File: config.mk
export PLATFORM = sky130hd
export DESIGN_NAME = dmem_bus_bridge
export DESIGN_NICKNAME = d
export VERILOG_FILES = /design/src/rtl/dmem_bus_bridge.sv
export SDC_FILE = /design/constraint.sdc
export NUM_CORES = 1
export LEC_CHECK = 0
export CORE_MARGIN = 1
export CORE_UTILIZATION = 48
export DETAILED_ROUTE_END_ITERATION = 10
export PLACE_DENSITY = 0.86
export SYNTH_ARGS = -nofsm -noshare
export SYNTH_HDL_FRONTEND = slang
export SYNTH_SLANG_ARGS = --single-unit
File: constraint.sdc
create_clock -name clk -period 3.1 [get_ports clk]
set_input_delay 0.62 -clock clk [delete_from_list [all_inputs] [get_ports clk]]
set_output_delay 0.62 -clock clk [all_outputs]
set_load 0.01 [all_outputs]
File: src/rtl/dmem_bus_bridge.sv
// Bridge from the MEM-stage DataMem_* port to a req/ack memory bus.
// Out-of-range addresses and bus timeouts complete with an error tag so the pipeline never stalls.
module dmem_bus_bridge #(
  parameter int unsigned TIMEOUT    = 16,
  parameter logic [31:0] ADDR_BASE  = 32'h0000_0000,
  parameter logic [31:0] ADDR_LIMIT = 32'h0000_FFFF,
  parameter logic [31:0] ERR_DATA   = 32'hDEAD_BEEF
) (
  input  logic        clk,
  input  logic        rst,
  input  logic        DataMem_access,
  input  logic        DataMem_RW,
  input  logic [31:0] DataMem_Address,
  input  logic [3:0]  DataMem_Select,
  input  logic [31:0] WriteDataMem,
  output logic [31:0] ReadDataMem,
  output logic        DataMem_Ready,
  output logic        bus_req,
  output logic        bus_we,
  output logic [31:0] bus_addr,
  output logic [3:0]  bus_be,
  output logic [31:0] bus_wdata,
  input  logic [31:0] bus_rdata,
  input  logic        bus_ack,
  input  logic        err_clr,
  output logic        err_flag,
  output logic [31:0] err_addr
);

  typedef enum logic [1:0] {IDLE, BUS, DONE} state_e;

  localparam logic [7:0]  WAIT_LAST  = 8'(TIMEOUT - 1);
  localparam logic [31:0] ADDR_SPAN  = ADDR_LIMIT - ADDR_BASE;

  state_e      state_q;
  logic        bus_req_q;
  logic        bus_we_q;
  logic [31:0] bus_addr_q;
  logic [3:0]  bus_be_q;
  logic [31:0] bus_wdata_q;
  logic [31:0] addr_q;
  logic [7:0]  wait_q;
  logic [31:0] rdata_q;
  logic        err_flag_q;
  logic [31:0] err_addr_q;

  logic        in_range;
  logic        range_err;
  logic        timeout_hit;
  logic        err_set;
  logic [31:0] err_addr_d;
  logic        ready;

  always_comb begin
    // Offset compare covers [BASE, LIMIT] without a constant-true lower bound when BASE is 0.
    in_range    = (DataMem_Address - ADDR_BASE) <= ADDR_SPAN;
    range_err   = (state_q == IDLE) && DataMem_access && !in_range;
    timeout_hit = (state_q == BUS) && !bus_ack && (wait_q == WAIT_LAST);
    err_set     = range_err || timeout_hit;
    err_addr_d  = (state_q == IDLE) ? DataMem_Address : addr_q;
    ready       = 1'b0;
    case (state_q)
      IDLE:    ready = !DataMem_access;
      DONE:    ready = 1'b1;
      default: ready = 1'b0;
    endcase
  end

  always_ff @(posedge clk or negedge rst) begin
    if (!rst) begin
      state_q     <= IDLE;
      bus_req_q   <= 1'b0;
      bus_we_q    <= 1'b0;
      bus_addr_q  <= '0;
      bus_be_q    <= '0;
      bus_wdata_q <= '0;
      addr_q      <= '0;
      wait_q      <= '0;
      rdata_q     <= '0;
      err_flag_q  <= 1'b0;
      err_addr_q  <= '0;
    end else begin
      case (state_q)
        IDLE: begin
          if (DataMem_access) begin
            bus_we_q    <= DataMem_RW;
            bus_addr_q  <= {DataMem_Address[31:2], 2'b00};
            bus_be_q    <= DataMem_Select;
            bus_wdata_q <= WriteDataMem;
            addr_q      <= DataMem_Address;
            wait_q      <= '0;
            if (in_range) begin
              state_q   <= BUS;
              bus_req_q <= 1'b1;
            end else begin
              state_q <= DONE;
              if (!DataMem_RW) rdata_q <= ERR_DATA;
            end
          end
        end
        BUS: begin
          if (bus_ack) begin
            state_q   <= DONE;
            bus_req_q <= 1'b0;
            if (!bus_we_q) rdata_q <= bus_rdata;
          end else if (wait_q == WAIT_LAST) begin
            state_q   <= DONE;
            bus_req_q <= 1'b0;
            if (!bus_we_q) rdata_q <= ERR_DATA;
          end else begin
            wait_q <= wait_q + 8'd1;
          end
        end
        DONE:    state_q <= IDLE;
        default: state_q <= IDLE;
      endcase

      // A new error outranks a same-cycle clear, and re-arms err_addr capture.
      if (err_set) begin
        err_flag_q <= 1'b1;
        if (!err_flag_q || err_clr) err_addr_q <= err_addr_d;
      end else if (err_clr) begin
        err_flag_q <= 1'b0;
      end
    end
  end

  assign ReadDataMem   = rdata_q;
  assign DataMem_Ready = ready;
  assign bus_req       = bus_req_q;
  assign bus_we        = bus_we_q;
  assign bus_addr      = bus_addr_q;
  assign bus_be        = bus_be_q;
  assign bus_wdata     = bus_wdata_q;
  assign err_flag      = err_flag_q;
  assign err_addr      = err_addr_q;

endmodule

======== Yosys cells after proc, flatten, opt, wreduce, memory -nomap -nowiden ========
Cells that the tools add are included.
operators by class
  magnitude comparators ................... 1
  eq/ne operators ......................... 11
  add/sub/neg operators ................... 1
  reductions and logical operators ........ 19
  muxes and demuxes ....................... 26
operators by type and width
  operator                                                                  count
  32-bit two-way mux                                                        8
  32-bit case mux with 2 select lines                                       1
  32-bit by 16-bit <= comparator with 1-bit output (second input constant)  1
  8-bit two-way mux                                                         3
  8-bit case mux with 2 select lines                                        1
  2-bit != test (second input constant)                                     7
  8-bit by 1-bit adder with 8-bit output (second input constant)            1
  8-bit by 4-bit == test with 1-bit output (second input constant)          1
  2-bit two-way mux                                                         4
  4-bit AND reduction                                                       2
  1-bit two-way mux                                                         6
  2-bit AND reduction                                                       3
  6-bit AND reduction                                                       1
  1-bit logical AND                                                         4
  1-bit logical NOT                                                         4
  1-bit case mux with 2 select lines                                        2
  2-bit case mux with 2 select lines                                        1
  2-bit nonzero test                                                        2
  3-bit by 2-bit != test with 1-bit output (second input constant)          1
  2-bit by 1-bit == test with 1-bit output (second input constant)          1
  2-bit == test (second input constant)                                     1
  2-bit logical NOT                                                         1
  1-bit logical OR                                                          2
word-level totals
  output and inout port bits .............. 136
  word-level logic and storage cells ...... 69
  input bits .............................. 106
  register bits ........................... 175

======== Logic depth before layout (Yosys ltp) ========
Gate-level depths: netlist of run 1.
  word-level depth ........................ 5
  gate-level depth with buffers ........... 7
  mapped depth without buffers ............ 5

======== Least setup slack after synthesis of run 1 ========
No wires, ideal clock.
  kind .................................... input to register
  start point ............................. in DataMem_Address[29]
  end point ............................... reg err_addr_q[0], in the netlist err_addr[0]
  stages .................................. 6
  setup time .............................. 0.125 ns
  buffers on the path ..................... 2
  data required time ...................... 2.975 ns
  arrival time ............................ 1.739 ns
  setup slack ............................. 1.236 ns
  cells stage by stage .................... nor4_1 and4_1 buf_4 o21ai_4 buf_8 mux2_4
between the ends
  word-level cells in the longest chain between the ends .. 5
ends and longest elaborated chain
  item                                              RTL line  RTL
  start: declaration                                13        input logic [31:0] DataMem_Address,
  32-bit by 16-bit <= comparator with 1-bit output  56        in_range = (DataMem_Address - ADDR_BASE) <= ADDR_SPAN;
  1-bit logical NOT                                 57        range_err = (state_q == IDLE) && DataMem_access && !in_range;
  1-bit logical AND                                 57
  1-bit logical OR                                  59        err_set = range_err || timeout_hit;
  2-bit AND reduction (no line)                     -
  end signal: assignment                            121       if (!err_flag_q || err_clr) err_addr_q <= err_addr_d;
  end: declaration                                  45        logic [31:0] err_addr_q;
Every way passes these cells.
A chain may end at the register's enable or synchronous reset.

======== Worst setup path after layout of run 1 ========
  start point ............................. in DataMem_access
  end point ............................... out DataMem_Ready
between the ends
  word-level cells in the longest chain between the ends .. 2
ends and longest elaborated chain
  item                                RTL line  RTL
  start: declaration                  11        input logic DataMem_access,
  1-bit logical NOT                   63        IDLE: ready = !DataMem_access;
  1-bit case mux with 2 select lines  62        case (state_q)
  end: declaration                    17        output logic DataMem_Ready,
Every way passes these cells.

==> results.yml, run 1 <==
synth:
  synth_top_area_share_pct: 56.5
  synth-edff-count: 0
  ys_ff_latch: 145
  synth_ff_type: "dfrtp_1"
  yosysSeqAreaShare_pct: 56.5
  muxShareOfSynthArea_pct: 13.1
  synth-simple-area-share_pct: 16.5
  synth_most_common_cell: "nand2_1"
  synth_top_family_by_area: "simple AND/OR/NAND/NOR gates"
  synth_warnings: 0
  synth-async-reset-ratio_pct: 100
  ys_types: 44
  syn_area_um2: 6430
  synth-xor-area-share_pct: 0.136
  avgSynthCellArea_um2: 11.0
  synth_compound_area_share_pct: 6.95
  netlist_instances: 584
  yosys.area_share.adder_pct: 0.195
  synth_top_area_cell: "dfrtp_1"
  synthTopCellsByArea: "dfrtp_1, nand2_1, mux2_4"
  netlist_top_cells_count: "nand2_1, dfrtp_1, buf_4"
global_routing:
  grt_pass1_wl_um: 27100
  antenna_found_initial: 0
  grt_overflow: 0
  grt_usage_pct: 25.0
  first_global_vias: 5282
  grt_max_degree: 76
power:
  p_per_area_nw_per_um2: 599
  max-vdd-ir-drop_v: 0.000336
  p_leak_nw: 4.18
routing:
  post_drt_wl_per_cell_um: 17.2
  drt_iter0_drc: 332
  viasPerCell: 5.20
  postRouteAntennaNets: 0
  route.vias.total: 5066
  wirelength_um: 16800
  route.detailed.drc: 0
  drt_pass1_iterations: 4
cts:
  cts.sinks: 145
  tritoncts: "built"
  cts_hold_buf: 0
  cts_made_buffers: 17
  clk_pin_slew_ns: 0.06
  clk_latency_ns: 0.42
  cts_repair_resize_count: 0
  clk_path_buf_depth: 2
  h-tree-depth: 4
  clockRootBuffer: "clkbuf_16"
  cts_setup_buffers: 0
die:
  io_pins: 242
  num_rows: 41
  coreArea_um2: 12800
  die_h_um: 118
  dieArea_um2: 13900
  die_w_um: 118
  start_util_pct: 50.1
worst_setup_path:
  startpoint_type: "primary input"
  r2r_end: "err_addr[25]"
  crit_type: "in2out"
  crit_fanout: 3
  startpoint: "DataMem_access"
  setup.worst_path.end: "DataMem_Ready"
  rr_startpoint: "wait_q[0]"
  required_ns: 2.48
  worst_setup_path_end_kind: "output port"
  arrival_ns: 2.01
  r2r_setup_slack_ns: 0.93
  reg2reg_depth: 6
sta:
  fmax_mhz: 381
  relSlewSlack_pct: 40.7
  finalMaxSlewViolations: 0
  tns_ns: 0
  rsz0062_at_grt: "no"
  period_share_pct: 84.7
  skew_ns: 0.00630
  setup_viol: 0
  worstMarginPinSlew_ns: 0.889
  hold_viol: 0
  fin_crit_ns: 2.63
placed_design:
  dp_hpwl_um: 11600
  portBuffers: 239
  place_congestion: 0.836
final_layout:
  final_core_util_pct: 73.0
  antenna_cells: 0
  syn_to_final_growth_pct: 45.7
  nets: 897
  drive_gt1_share_pct: 14.2
outcome:
  outcome: "complete, no violations"
min_path:
  hold_class: "in2async"
flow_run:
  cap_viol_max_count: 0
-- cell usage in the layout, fill, tap and decap left out, types with 2 or more instances in the layout --
cell               n
clkbuf_8           4
nand2b_1           4
or3_1              2
clkinv_2           2
conb_1             2
dfrtp_1          145
o211ai_1           2
mux2_4            30
buf_4              7
nand2_2            2
nand3_1           11
bufinv_16          3
nand4_1            2
clkinvlp_4         4
buf_12             3
mux2_2            34
nor2_1             5
nor4_1             4
and3_1             3
a22o_1             9
nand2_1          211
clkbuf_16         17
a21oi_1            5
o21ai_0            5
clkdlybuf4s50_1  238
o22a_1            24
-- per-stage QoR --
step	total power [W]	area (µm²)	instances	hold WS [ns]	worst slack, ns
floorplan	0.00285	6430	585	0.324	1.24
global placement	0.00348	8750	943	0.454	0.402
detailed placement	0.00352	8750	943	0.461	0.342
CTS	0.00564	9360	974	0.185	0.457
global route	0.00581	9360	974	0.198	0.374
finish	0.00560	9360	974	0.156	0.473
-- worst min path at each step --
stage / endpoint / cells after the start / slack (ns) / startpoint
after floorplan: ReadDataMem[0] / 0 / 0.32 / rst
after global placement: addr_q[0] / 2 / 0.45 / addr_q[0]
after detailed placement: bus_wdata[28] / 2 / 0.46 / bus_wdata[28]
after CTS: addr_q[2] / 1 / 0.19 / rst
after global routing: addr_q[2] / 1 / 0.20 / rst
final: addr_q[8] / 1 / 0.16 / rst
-- cell type report --
type | count | area [µm²]
Sequential cell | 145 | 3630
Tap cell | 172 | 215
Fill cell | 876 | 3460
Clock buffer | 22 | 484
Clock inverter | 9 | 130
Timing Repair Buffer | 249 | 2510
Inverter | 1 | 3.75
Multi-Input combinational cell | 376 | 2390
-- per-layer routing --
layer | global-route usage (%) | up-vias | wire (µm)
met5 | 0 | - | 0
met4 | 9.29 | 0 | 384
met3 | 7.80 | 28 | 1220
met2 | 42.1 | 211 | 8320
met1 | 29.9 | 2496 | 6870
li1 | - | 2331 | -
-- critical path: stages --
cell and delay [ns]:
clkdlybuf4s50_1 0.47, inv_1 0.12, nor2_1 0.06, nor2_1 0.16, clkdlybuf4s50_1 0.58
-- sequential cells by signal, indices dropped and copies added, names as in the netlist --
signal	flops
state_q	2
bus_wdata	32
addr_q	32
bus_be	4
err_addr	32
bus_req	1
bus_we	1
ReadDataMem	32
err_flag	1
wait_q	8
-- power by group --
group	total [W]	internal [W]	switching, W
sequential	0.00227	0.00212	0.000150
clock	0.00211	0.00134	0.000771
combinational	0.00122	0.000740	0.000481
-- cell families after synthesis --
family | count (synthesis)
simple gates | 254
flops | 145
mux | 65
buf+inv | 64
compound gates | 53
fa+ha+maj | 1
other cells | 1
xor+xnor | 1
Power figures use the tool's default switching activity.
==> inputs of run 2 (changes only) <==
Settings changed: CORE_UTILIZATION 48 to 44, PLACE_DENSITY 0.86 to 0.8.
Clock period 3.1 ns to 2.6 ns, I/O delays scaled along.
==> results.yml, run 2 (synthesis results as in run 1) <==
min_path:
  hold_class: "reg2reg"
  holdPathStages: 2
  worstHoldEndpoint: "bus_be[1]"
  min_from: "bus_be[1]"
die:
  start_util_pct: 45.8
  io_pins: 242
  die_w_um: 123
  coreArea_um2: 14000
  die_h_um: 123
  num_rows: 43
  dieArea_um2: 15100
routing:
  wirelength_um: 16600
  route.vias.total: 5055
  postRouteAntennaNets: 0
  route.detailed.drc: 0
  drt_pass1_iterations: 4
  post_drt_wl_per_cell_um: 16.8
  viasPerCell: 5.11
  drt_iter0_drc: 241
power:
  p_per_area_nw_per_um2: 679
  p_leak_nw: 4.17
  max-vdd-ir-drop_v: 0.000403
sta:
  setup_viol: 0
  period_share_pct: 91.6
  skew_ns: 0.00877
  finalWorstSetupSlack_ns: 0.220
  fin_crit_ns: 2.38
  tns_ns: 0
  relSlewSlack_pct: 38.3
  finalMaxSlewViolations: 0
  hold_viol: 0
  fmax_mhz: 420
  rsz0062_at_grt: "no"
  worstMarginPinSlew_ns: 0.925
  hold_ws_ns: 0.474
cts:
  clk_pin_slew_ns: 0.06
  tritoncts: "built"
  clk_path_buf_depth: 2
  cts_repair_resize_count: 0
  cts_hold_buf: 1
  clockRootBuffer: "clkbuf_16"
  h-tree-depth: 4
  cts_setup_buffers: 0
  cts_made_buffers: 17
  clk_latency_ns: 0.41
  cts.sinks: 145
global_routing:
  first_global_vias: 5170
  grt_max_degree: 77
  grt_overflow: 0
  grt_pass1_wl_um: 26200
  grt_usage_pct: 22.9
  antenna_found_initial: 0
worst_setup_path:
  rr_startpoint: "wait_q[0]"
  startpoint_type: "primary input"
  worst_setup_path_end_kind: "output port"
  reg2reg_depth: 6
  r2r_end: "err_addr[19]"
  required_ns: 2.08
  crit_type: "in2out"
  crit_fanout: 3
  r2r_setup_slack_ns: 0.58
  arrival_ns: 1.86
placed_design:
  place_congestion: 0.828
  dp_hpwl_um: 11400
  portBuffers: 239
  place_inst: 956
  post-place-ws_ns: -0.164
final_layout:
  finalNonFillerCells: 989
  syn_to_final_growth_pct: 45.3
  nets: 903
  drive_gt1_share_pct: 14.8
  antenna_cells: 0
  final_core_util_pct: 66.5
  final_cell_mix: "clkdlybuf4s50_1, nand2_1, dfrtp_1"
  layout_commonest_cell: "clkdlybuf4s50_1"
flow_run:
  cap_viol_max_count: 0
outcome:
  outcome: "complete, no violations"
-- run 2: area by class of cell --
type	instances	area, µm²
Inverter	1	3.75
Fill cell	1054	4710
Sequential cell	145	3630
Multi-Input combinational cell	376	2390
Timing Repair Buffer	255	2550
Clock inverter	13	88.8
Tap cell	180	225
Clock buffer	19	443
-- run 2: report_power, final --
group / internal (W) / switching, W / leakage (nW)
Combinational: 0.000886 / 0.000578 / 2.20
Sequential: 0.00253 / 0.000181 / 1.72
Clock: 0.00124 / 0.000930 / 0.251
Total: 0.00465 / 0.00169 / 4.17
-- run 2: worst max-delay path, cell delays in order --
cell and delay, ns:
clkdlybuf4s50_1 0.47, inv_1 0.12, nor2_1 0.06, nor2_1 0.10
clkdlybuf4s50_1 0.58
-- run 2: how the worst max path moves through the flow --
| stage | startpoint | endpoint | slack [ns] | cells after the start |
|---|---|---|---|---|
| after floorplan | wait_q[0] | err_addr[0] | 0.81 | 6 |
| after detailed placement | DataMem_Address[22] | ReadDataMem[3] | -0.16 | 7 |
| after CTS | DataMem_access | DataMem_Ready | 0.20 | 5 |
| after global routing | DataMem_access | DataMem_Ready | 0.14 | 5 |
| final | DataMem_access | DataMem_Ready | 0.22 | 5 |
| after global placement | DataMem_Address[22] | ReadDataMem[18] | -0.12 | 7 |
-- run 2: through the flow --
stage | area, µm² | power [W]
floorplan | 6430 | 0.00340
detailed placement | 8790 | 0.00421
global placement | 8790 | 0.00416
CTS | 9340 | 0.00641
finish | 9340 | 0.00634
global route | 9340 | 0.00663
-- run 2: metal layers --
| layer | vias to the layer above | GRT usage [%] | part of all wire [%] |
|---|---|---|---|
| met2 | 217 | 37.8 | 49 |
| met1 | 2467 | 28.5 | 42 |
| met4 | 0 | 7.62 | 1.5 |
| met3 | 23 | 6.97 | 7.6 |
| met5 | - | 0 | 0 |
| li1 | 2348 | - | - |
